**config.mk**
```make
export PLATFORM = sky130hd
export DESIGN_NAME = tmac_stream_ctrl
export DESIGN_NICKNAME = d
export VERILOG_FILES = /design/src/rtl/tmac_stream_ctrl.sv
export SDC_FILE = /design/constraint.sdc
export NUM_CORES = 1
export LEC_CHECK = 0
export ABC_AREA = 1
export CORE_MARGIN = 2
export CORE_UTILIZATION = 50
export DETAILED_ROUTE_END_ITERATION = 6
export GPL_ROUTABILITY_DRIVEN = 0
export HOLD_SLACK_MARGIN = 0.02
export PLACE_DENSITY = 0.72
export SKIP_LAST_GASP = 1
export SYNTH_ARGS = -nofsm -noshare
export SYNTH_HDL_FRONTEND = slang
export SYNTH_SLANG_ARGS = --single-unit
```
**constraint.sdc**
```tcl
create_clock -name clk -period 2.6 [get_ports clk]
set_input_delay 0.26 -clock clk [delete_from_list [all_inputs] [get_ports clk]]
set_output_delay 0.26 -clock clk [all_outputs]
set_load 0.01 [all_outputs]
```
**src/rtl/tmac_stream_ctrl.sv**
```systemverilog
// tmac_stream_ctrl: job sequencer for one MAC16 unary multiply-accumulate unit.
// Handshakes a job in, pulses loadA/loadB for one cycle, runs the bitstream for
// STREAM_LEN cycles counting ones on mac_bit, then offers the count on a
// valid/ready result channel. abort drops the job from any state.
// Ports: clk, rst_n (async, active low), start_valid/start_ready, abort,
//   loadA, loadB, mac_bit, mac_stop, res_valid/res_ready, res_data, busy.
// Option: define TMAC_CTRL_EARLY_STOP_EN to let mac_stop end a run early.
module tmac_stream_ctrl #(
  parameter int STREAM_LEN = 256,
  parameter int CNT_W      = $clog2(STREAM_LEN + 1)
) (
  input  logic             clk,
  input  logic             rst_n,
  input  logic             start_valid,
  output logic             start_ready,
  input  logic             abort,
  output logic             loadA,
  output logic             loadB,
  input  logic             mac_bit,
  input  logic             mac_stop,
  output logic             res_valid,
  input  logic             res_ready,
  output logic [CNT_W-1:0] res_data,
  output logic             busy
);

  typedef enum logic [1:0] {
    S_IDLE,
    S_LOAD,
    S_RUN,
    S_DONE
  } state_e;

  localparam logic [CNT_W-1:0] LEN  = CNT_W'(STREAM_LEN);
  localparam logic [CNT_W-1:0] LAST = CNT_W'(STREAM_LEN - 1);

  state_e           state_q, state_d;
  logic [CNT_W-1:0] ones_q, ones_d;
  logic [CNT_W-1:0] run_q, run_d;
  logic [CNT_W-1:0] res_data_q, res_data_d;
  logic             start_ready_q, start_ready_d;
  logic             load_q, load_d;
  logic             res_valid_q, res_valid_d;
  logic             busy_q, busy_d;
  logic             run_last;

`ifdef TMAC_CTRL_EARLY_STOP_EN
  // the stop cycle's own bit is still counted
  assign run_last = (run_q == LAST) || mac_stop;
`else
  logic unused_mac_stop;
  assign unused_mac_stop = mac_stop;
  assign run_last = (run_q == LAST);
`endif

  always_comb begin
    state_d = state_q;
    ones_d  = ones_q;
    run_d   = run_q;
    unique case (state_q)
      S_IDLE: begin
        if (start_valid && start_ready_q) state_d = S_LOAD;
      end
      S_LOAD: begin
        ones_d  = '0;
        run_d   = '0;
        state_d = S_RUN;
      end
      S_RUN: begin
        if (mac_bit && (ones_q != LEN)) ones_d = ones_q + CNT_W'(1);
        if (run_q != LEN) run_d = run_q + CNT_W'(1);
        if (run_last) state_d = S_DONE;
      end
      S_DONE: begin
        if (res_ready) state_d = S_IDLE;
      end
      default: state_d = S_IDLE;
    endcase
    if (abort) state_d = S_IDLE;
  end

  // outputs are decoded from the next state so they change with the state flop
  always_comb begin
    start_ready_d = (state_d == S_IDLE);
    load_d        = (state_d == S_LOAD);
    busy_d        = (state_d != S_IDLE);
    res_valid_d   = (state_d == S_DONE);
    res_data_d    = '0;
    if (state_d == S_DONE) begin
      res_data_d = (state_q == S_RUN) ? ones_d : res_data_q;
    end
  end

  always_ff @(posedge clk or negedge rst_n) begin
    if (!rst_n) begin
      state_q       <= S_IDLE;
      ones_q        <= '0;
      run_q         <= '0;
      res_data_q    <= '0;
      start_ready_q <= 1'b0;
      load_q        <= 1'b0;
      res_valid_q   <= 1'b0;
      busy_q        <= 1'b0;
    end else begin
      state_q       <= state_d;
      ones_q        <= ones_d;
      run_q         <= run_d;
      res_data_q    <= res_data_d;
      start_ready_q <= start_ready_d;
      load_q        <= load_d;
      res_valid_q   <= res_valid_d;
      busy_q        <= busy_d;
    end
  end

  assign start_ready = start_ready_q;
  assign loadA       = load_q;
  assign loadB       = load_q;
  assign res_valid   = res_valid_q;
  assign res_data    = res_data_q;
  assign busy        = busy_q;

endmodule

```
==> results of run 1 <==
[sequential cells by signal, summed over array words and instances, names as in the netlist]
| register | flops |
|---|---|
| ones_q | 9 |
| res_data | 9 |
| run_q | 9 |
| state_q | 2 |
| busy | 1 |
| loadA | 1 |
| res_valid | 1 |
| start_ready | 1 |
[power groups by stage]
stage	clock [mW]	combinational, mW	sequential, mW
after floorplan	0	0.530	0.656
final	0.280	0.713	0.644
after global routing	0.319	0.812	0.656
after global placement	0	0.715	0.652
after detailed placement	0	0.715	0.654
after CTS	0.293	0.719	0.644
[cells by family after synthesis]
family	count (synthesis)
flip-flops	33
buffers and inverters	39
AND/OR/NAND/NOR	133
XOR/XNOR	4
adder cells (fa/ha/maj)	9
AO/OA/AOI/OAI	14
[metrics by stage]
step	util, %	power (mW)	setup WS, ns	cells
detailed placement	60.4	1.37	0.494	296
global placement	60.4	1.37	0.507	296
finish	62.0	1.64	0.500	304
floorplan	-	1.19	0.773	232
global route	62.0	1.79	0.249	304
CTS	62.0	1.66	0.472	304
[critical path: cells and delay by family, from the launching register on]
kind / cells / cell delay, ns
and+or+nand+nor: 11 / 1.24
AOI/OAI and AO/OA: 1 / 0.06
DFF: 1 / 0.38
adders and majority gates: 2 / 0.35
[how the worst max path moves through the flow]
stage	cells past startpoint	slack, ns	endpoint	from
floorplan	14	0.77	res_data[5]	run_q[0]
global placement	14	0.51	res_data[5]	run_q[0]
detailed placement	14	0.49	res_data[5]	run_q[0]
CTS	14	0.47	res_data[7]	run_q[0]
global route	14	0.25	res_data[2]	run_q[0]
finish	14	0.50	res_data[5]	run_q[0]
[cell usage after synthesis (all sizes together)]
| cell type | instances | area (um^2) |
|---|---|---|
| ha | 9 | 113 |
| nor3 | 3 | 15.0 |
| and2 | 1 | 6.26 |
| nand3b | 1 | 7.51 |
| nand2 | 76 | 300 |
| nor2 | 28 | 158 |
| nor4 | 1 | 6.26 |
| buf | 2 | 18.8 |
| xor2 | 4 | 35.0 |
| nand3 | 21 | 110 |
| o21bai | 1 | 7.51 |
| a21oi | 1 | 5.00 |
| inv | 37 | 139 |
| dfrtp | 33 | 826 |
| o21ai | 9 | 48.8 |
| nand4 | 2 | 12.5 |
| o22ai | 3 | 18.8 |
[final cells by class]
cell class / instances / area, um^2
clock inverter: 3 / 17.5
tap: 46 / 57.6
inverter: 37 / 139
sequential: 33 / 826
fill: 301 / 1300
timing repair buffer: 20 / 198
multi-input combinational: 160 / 843
clock buffer: 5 / 37.5
[routing by layer]
layer	wire length (um)	part of all wire, %	vias to the layer above
met1	1760	53	654
met5	0	0	-
li1	-	-	771
met3	155	4.7	2
met4	17	0.51	0
met2	1380	42	34
==> impl_summary.log, run 1 <==
INFO  metric finalInstanceArea = 2120 um^2
INFO  metric postCtsSetupBuffers = 0
INFO  metric net-switching-power = 702 uW
INFO  metric layout_common_cells = sky130_fd_sc_hd__nand2_1, sky130_fd_sc_hd__inv_1, sky130_fd_sc_hd__dfrtp_1, sky130_fd_sc_hd__nor2_1, sky130_fd_sc_hd__nand3_1
INFO  metric period_needed = 2.10 ns
INFO  metric finalSetupTns = 0 ns
INFO  metric timing.final.setup_violations = 0
INFO  metric critical_path.reg2reg.endpoint = res_data[5]
INFO  metric std_cell_rows = 21
INFO  metric critical_path_data_required_time = 2.87 ns
INFO  metric htreeDepth = 2
INFO  metric endpoint_kind = flip-flop
INFO  metric grt_use_total = 19.0%
INFO  metric syn-cell-area = 1830 um^2
INFO  metric cts_root_buffer = sky130_fd_sc_hd__clkbuf_4
INFO  metric power.density_cell_area = 773 nW/um^2
INFO  metric worst_ep_arrival_time = 2.37 ns
INFO  metric postRouteWirelength = 3310 um
INFO  metric setup.worst_path.class = reg2reg
INFO  metric hold_violations = 0
INFO  metric grt_util_met1 = 27.7%
INFO  metric clock_network_latency_to_the_later_pin_of_the_worst_skew_pair = 0.33 ns
INFO  metric syn_avg_cell_area = 7.87 um^2
INFO  metric layout.cells.most_common = sky130_fd_sc_hd__nand2_1
INFO  metric grt_max_degree = 34
INFO  metric cp_slowest_cell = sky130_fd_sc_hd__dfrtp_1
INFO  metric pwr-share-comb = 43.6%
INFO  metric internal-power = 935 uW
INFO  metric boundary_pins = 21
INFO  metric clk_path_buf_depth = 2
INFO  metric post_synthesis_compound_gate_area_fraction = 4.38%
INFO  metric clk_pin_slew = 0.11 ns
INFO  metric post_synth_fa_ha_maj_area_fraction = 6.16%
INFO  metric timing.fmax = 476 MHz
INFO  metric switching_share = 42.9%
INFO  metric power.share.clock = 17.1%
INFO  metric floorplan.die_area = 4150 um^2
INFO  metric via_per_inst = 4.81
INFO  metric crit_path_max_fanout = 9
INFO  metric start_util = 53.5%
INFO  metric reg2reg_depth = 14
INFO  metric timing_worst_slew_pin_value = 0.563 ns
INFO  metric gr-usage-met3 = 3.47%
INFO  metric io_buffer_count = 19
INFO  metric timing.hold.worst.class = in2async
INFO  metric regToRegStartpoint = run_q[0]
INFO  metric antenna_left = 0
INFO  metric most_used_routing_layer_in_global_routing = met2
INFO  metric synth.distinct_cells = 27
INFO  metric ys_seq_elements = 33
INFO  metric post_cts_resize_count = 0
INFO  metric fp.dieH = 64.4 um
INFO  metric num_antenna_cells = 0
INFO  metric number_of_violations_of_the_max_capacitance_limit = 0
INFO  metric dr.first_iter.drc_count = 68
INFO  metric max-vdd-ir-drop = 0.338 mV
INFO  metric grt_first_pass_wirelength = 6210 um
INFO  metric syn-num-nets = 248
INFO  metric dr.pass1.iters = 4
INFO  metric grt_pass1_vias = 1429
INFO  metric total_global_routing_overflow = 0
INFO  metric synth_sequential_area_ratio = 45.2%
INFO  metric fin_hold_ws = 0.327 ns
INFO  metric startpoint_type = flip-flop
INFO  metric cts_buffers = 5
INFO  metric max-slew-margin-rel = 62.5%
INFO  metric timing.critical_path.slowest_cell_delay = 0.38 ns
INFO  metric dp_hpwl = 2440 um
INFO  metric grt_antenna_before_repair = 0
INFO  metric sequentialPowerShare = 39.4%
INFO  metric via_count = 1461
INFO  metric path_cells = ha_1 > nand3_1 > nor3_1 > nand2_1 > nor2_1 > ha_1 > o21ai_2 > nand2_2 > nor2_2 > nor2_4 > nand2_4 > nor2_8 > nand3_1 > nand2_1
INFO  metric die_width = 64.4 um
INFO  metric layout_cell_share_with_drive_strength_beyond_1 = 8.53%
INFO  metric grt_use_met2 = 28.8%
INFO  metric drt_drc_violations_left = 0
INFO  metric r2r_slack = 0.50 ns
INFO  metric rsz0062_at_grt = no
INFO  metric placed_area = 2060 um^2
INFO  metric design.core.area = 3420 um^2
INFO  metric synth_simple_gate_area_share = 33.7%
INFO  metric largest_family_of_logic_cells_by_synthesized_area = simple AND/OR/NAND/NOR gates
INFO  metric finalClockSkew = 0.0113 ns
INFO  metric tritoncts_clock_tree = yes
INFO  metric drv_slew = 0
INFO  metric synthMuxAreaShare = 0%
INFO  metric yosys_warnings = 0
INFO  metric synthCells = 232
INFO  metric synthXorXnorAreaFrac = 1.92%
INFO  metric cellLeakagePower = 1.10 nW
INFO  metric cts.sinks = 33
INFO  metric post-route-period-util = 80.8%
INFO  metric final_nets = 273
INFO  metric ctsHoldBuffers = 0
INFO  metric run_status = completed
INFO  metric wire_per_inst = 10.9 um
INFO  metric signed_area_change_from_the_synthesized_netlist_to_the_final_layout = 16.0%
Power figures use the tool's default switching activity.
==> run 2, diff against run 1 <==
Clock period 2.6 ns to 2.05 ns, I/O delays scaled along.
==> run 2 against run 1 <==
  * Cell area up 6.0%
  * Clock power up 52%
  * Via count up 5.3%
  * Sequential power up 26%
  * Non-clock buffer count up 8
  * Critical path type unchanged
  * Register-to-register slack worse by 0.50 ns
  * Highest routed layer unchanged
  * Clock skew up 0.0053 ns
==> impl_summary.log, run 2 (synthesis gave the netlist of run 1 again) <==
INFO  metric startpoint_type = flip-flop (unchanged)
INFO  metric num_antenna_cells = 0 (unchanged)
INFO  metric rsz0062_at_grt = yes (was no)
INFO  metric endpoint_kind = flip-flop (unchanged)
INFO  metric grt_pass1_vias = 1470 (was 1429)
INFO  metric timing_worst_slew_pin_value = 0.421 ns (was 0.563 ns)
INFO  metric total_global_routing_overflow = 0 (unchanged)
INFO  metric post_layout_nonfiller_instances = 314 (was 304)
INFO  metric cts_buffers = 5 (unchanged)
INFO  metric power.density_cell_area = 1020 nW/um^2 (was 773 nW/um^2)
INFO  metric drv_slew = 0 (unchanged)
INFO  metric hold_violations = 0 (unchanged)
INFO  metric area.sequential = 826 um^2 (unchanged)
INFO  metric critical_path_data_required_time = 2.33 ns (was 2.87 ns)
INFO  metric dpl.cell_count = 301 (was 296)
INFO  metric finalClockSkew = 0.0166 ns (was 0.0113 ns)
INFO  metric max-vdd-ir-drop = 0.509 mV (was 0.338 mV)
INFO  metric htreeDepth = 2 (unchanged)
INFO  metric tritoncts_clock_tree = yes (unchanged)
INFO  metric dr.pass1.iters = 4 (unchanged)
INFO  metric cellLeakagePower = 1.14 nW (was 1.10 nW)
INFO  metric grt_antenna_before_repair = 0 (unchanged)
INFO  metric period_needed = 2.05 ns (was 2.10 ns)
INFO  metric worst_ep_arrival_time = 2.33 ns (was 2.37 ns)
INFO  metric post-route-period-util = 99.9% (was 80.8%)
INFO  metric antenna_left = 0 (unchanged)
INFO  metric design.core.area = 3420 um^2 (unchanged)
INFO  metric final_nets = 283 (was 273)
INFO  metric crit_path_max_fanout = 5 (was 9)
INFO  metric setup.worst_path.class = reg2reg (unchanged)
INFO  metric timing.hold.worst.class = in2async (unchanged)
INFO  metric dr.first_iter.drc_count = 50 (was 68)
INFO  metric layout_common_cells = sky130_fd_sc_hd__nand2_1, sky130_fd_sc_hd__inv_1, sky130_fd_sc_hd__dfrtp_1, sky130_fd_sc_hd__nor2_1, sky130_fd_sc_hd__clkdlybuf4s50_1 (was sky130_fd_sc_hd__nand2_1, sky130_fd_sc_hd__inv_1, sky130_fd_sc_hd__dfrtp_1, sky130_fd_sc_hd__nor2_1, sky130_fd_sc_hd__nand3_1)
INFO  metric boundary_pins = 21 (unchanged)
INFO  metric r2r_slack = 0.001 ns (was 0.50 ns)
INFO  metric grt_use_total = 21.0% (was 19.0%)
INFO  metric std_cell_rows = 21 (unchanged)
INFO  metric fillers = 302 (was 301)
INFO  metric regToRegStartpoint = run_q[0] (unchanged)
INFO  metric cts.sinks = 33 (unchanged)
INFO  metric io_buffer_count = 19 (unchanged)
INFO  metric dp_hpwl = 2630 um (was 2440 um)
INFO  metric die_width = 64.4 um (unchanged)
INFO  metric clk_path_buf_depth = 2 (unchanged)
INFO  metric grt_max_degree = 34 (unchanged)
INFO  metric drt_drc_violations_left = 0 (unchanged)
INFO  metric max-slew-margin-rel = 72.0% (was 62.5%)
INFO  metric via_per_inst = 4.90 (was 4.81)
INFO  metric finalInstanceArea = 2240 um^2 (was 2120 um^2)
INFO  metric timing.fmax = 488 MHz (was 476 MHz)
INFO  metric via_count = 1538 (was 1461)
INFO  metric fp.dieH = 64.4 um (unchanged)
INFO  metric signed_area_change_from_the_synthesized_netlist_to_the_final_layout = 22.9% (was 16.0%)
INFO  metric clock_network_latency_to_the_later_pin_of_the_worst_skew_pair = 0.34 ns (was 0.33 ns)
INFO  metric clk_pin_slew = 0.12 ns (was 0.11 ns)
INFO  metric reg2reg_depth = 14 (unchanged)
INFO  metric number_of_violations_of_the_max_capacitance_limit = 0 (unchanged)
INFO  metric postRouteWirelength = 3790 um (was 3310 um)
INFO  metric finish.utilization = 65.7% (was 62.0%)
INFO  metric layout_cell_share_with_drive_strength_beyond_1 = 13.8% (was 8.53%)
INFO  metric ctsHoldBuffers = 0 (unchanged)
INFO  metric wire_per_inst = 12.1 um (was 10.9 um)
INFO  metric critical_path.reg2reg.endpoint = res_data[6] (was res_data[5])
INFO  metric grt_first_pass_wirelength = 6620 um (was 6210 um)
INFO  metric multi_input_area = 895 um^2 (was 843 um^2)
INFO  metric start_util = 53.5% (unchanged)
INFO  metric layout.cells.most_common = sky130_fd_sc_hd__nand2_1 (unchanged)
INFO  metric floorplan.die_area = 4150 um^2 (unchanged)
INFO  metric timing.final.setup_violations = 0 (unchanged)
INFO  metric cts_root_buffer = sky130_fd_sc_hd__clkbuf_4 (unchanged)
INFO  metric placed_area = 2100 um^2 (was 2060 um^2)
INFO  metric run_status = completed (unchanged)
INFO  metric finalSetupTns = 0 ns (unchanged)
INFO  metric cp-startpoint = run_q[0] (unchanged)
==> run 2: cell types whose count changed in the layout (fill, tap and decap cells not counted) <==
cell                         delta
sky130_fd_sc_hd__nor3_2         +1
sky130_fd_sc_hd__nand2_8        +1
sky130_fd_sc_hd__nand3_1        -2
sky130_fd_sc_hd__clkinvlp_4     -1
sky130_fd_sc_hd__nor2_4         +2
sky130_fd_sc_hd__clkbuf_8       +2
sky130_fd_sc_hd__nand2_4        -1
sky130_fd_sc_hd__nor3_1         -1
sky130_fd_sc_hd__clkinv_2       -1
sky130_fd_sc_hd__nand3_2        +2
sky130_fd_sc_hd__ha_2           +2
sky130_fd_sc_hd__buf_4          +8
sky130_fd_sc_hd__ha_1           -2
==> run 2: timing repair <==
item                       4_1_cts  5_1_grt
cloned                           0        2
setup endpoints to repair        9        9
resized for setup                1        5
buffers inserted                 0        3
pin swaps                        0        3
==> run 2: layout make-up <==
type | instances | share of cell area (%)
clock buffers | 7 | 2.90
flip-flops and latches | 33 | 36.8
clock inverters | 1 | 0.223
repair buffers | 28 | 11.5
well taps | 46 | 2.56
inverters | 37 | 6.19
multi-input cells | 162 | 39.9
==> run 2: routing by layer <==
layer	up-vias	share of wire [%]	wire length [um]	global-route usage (%)
li1	792	-	-	-
met1	701	50	1900	29.6
met2	41	43	1630	31.0
met3	4	5.5	210	5.73
met4	0	1.3	51	7.98
met5	-	0	0	0
==> run 2: how the worst max path moves through the flow <==
stage                        to
floorplan           res_data[5]
global placement    res_data[5]
detailed placement  res_data[5]
CTS                 res_data[5]
global route        res_data[2]
finish              res_data[6]
==> run 2: through the flow <==
step                power [mW]  hold slack [ns]  setup slack (ns)
detailed placement        1.80            0.465           -0.0140
global route              2.49            0.290            -0.178
finish                    2.29            0.262           0.00110
floorplan                 1.51          -0.0906             0.223
CTS                       2.23            0.274            0.0120
global placement          1.78            0.463            0.0156
==> run 2: power breakdown <==
part           internal (mW)  total, mW  switching, mW  leakage [nW]
sequential             0.744      0.814         0.0697         0.450
combinational          0.383       1.05          0.669         0.651
clock                  0.199      0.426          0.227        0.0413
==> run 2: critical path, cell delays in order, from the launching register on <==
cell	delay, ns
sky130_fd_sc_hd__dfrtp_1	0.39
sky130_fd_sc_hd__ha_2	0.21
sky130_fd_sc_hd__nand3_2	0.10
sky130_fd_sc_hd__nor3_2	0.15
sky130_fd_sc_hd__nand2_1	0.10
sky130_fd_sc_hd__nor2_1	0.10
sky130_fd_sc_hd__ha_2	0.17
sky130_fd_sc_hd__o21ai_2	0.05
sky130_fd_sc_hd__nand2_2	0.07
sky130_fd_sc_hd__nor2_2	0.05
sky130_fd_sc_hd__nor2_4	0.16
sky130_fd_sc_hd__nand2_8	0.12
sky130_fd_sc_hd__nor2_8	0.13
sky130_fd_sc_hd__nand3_1	0.11
sky130_fd_sc_hd__nand2_1	0.08
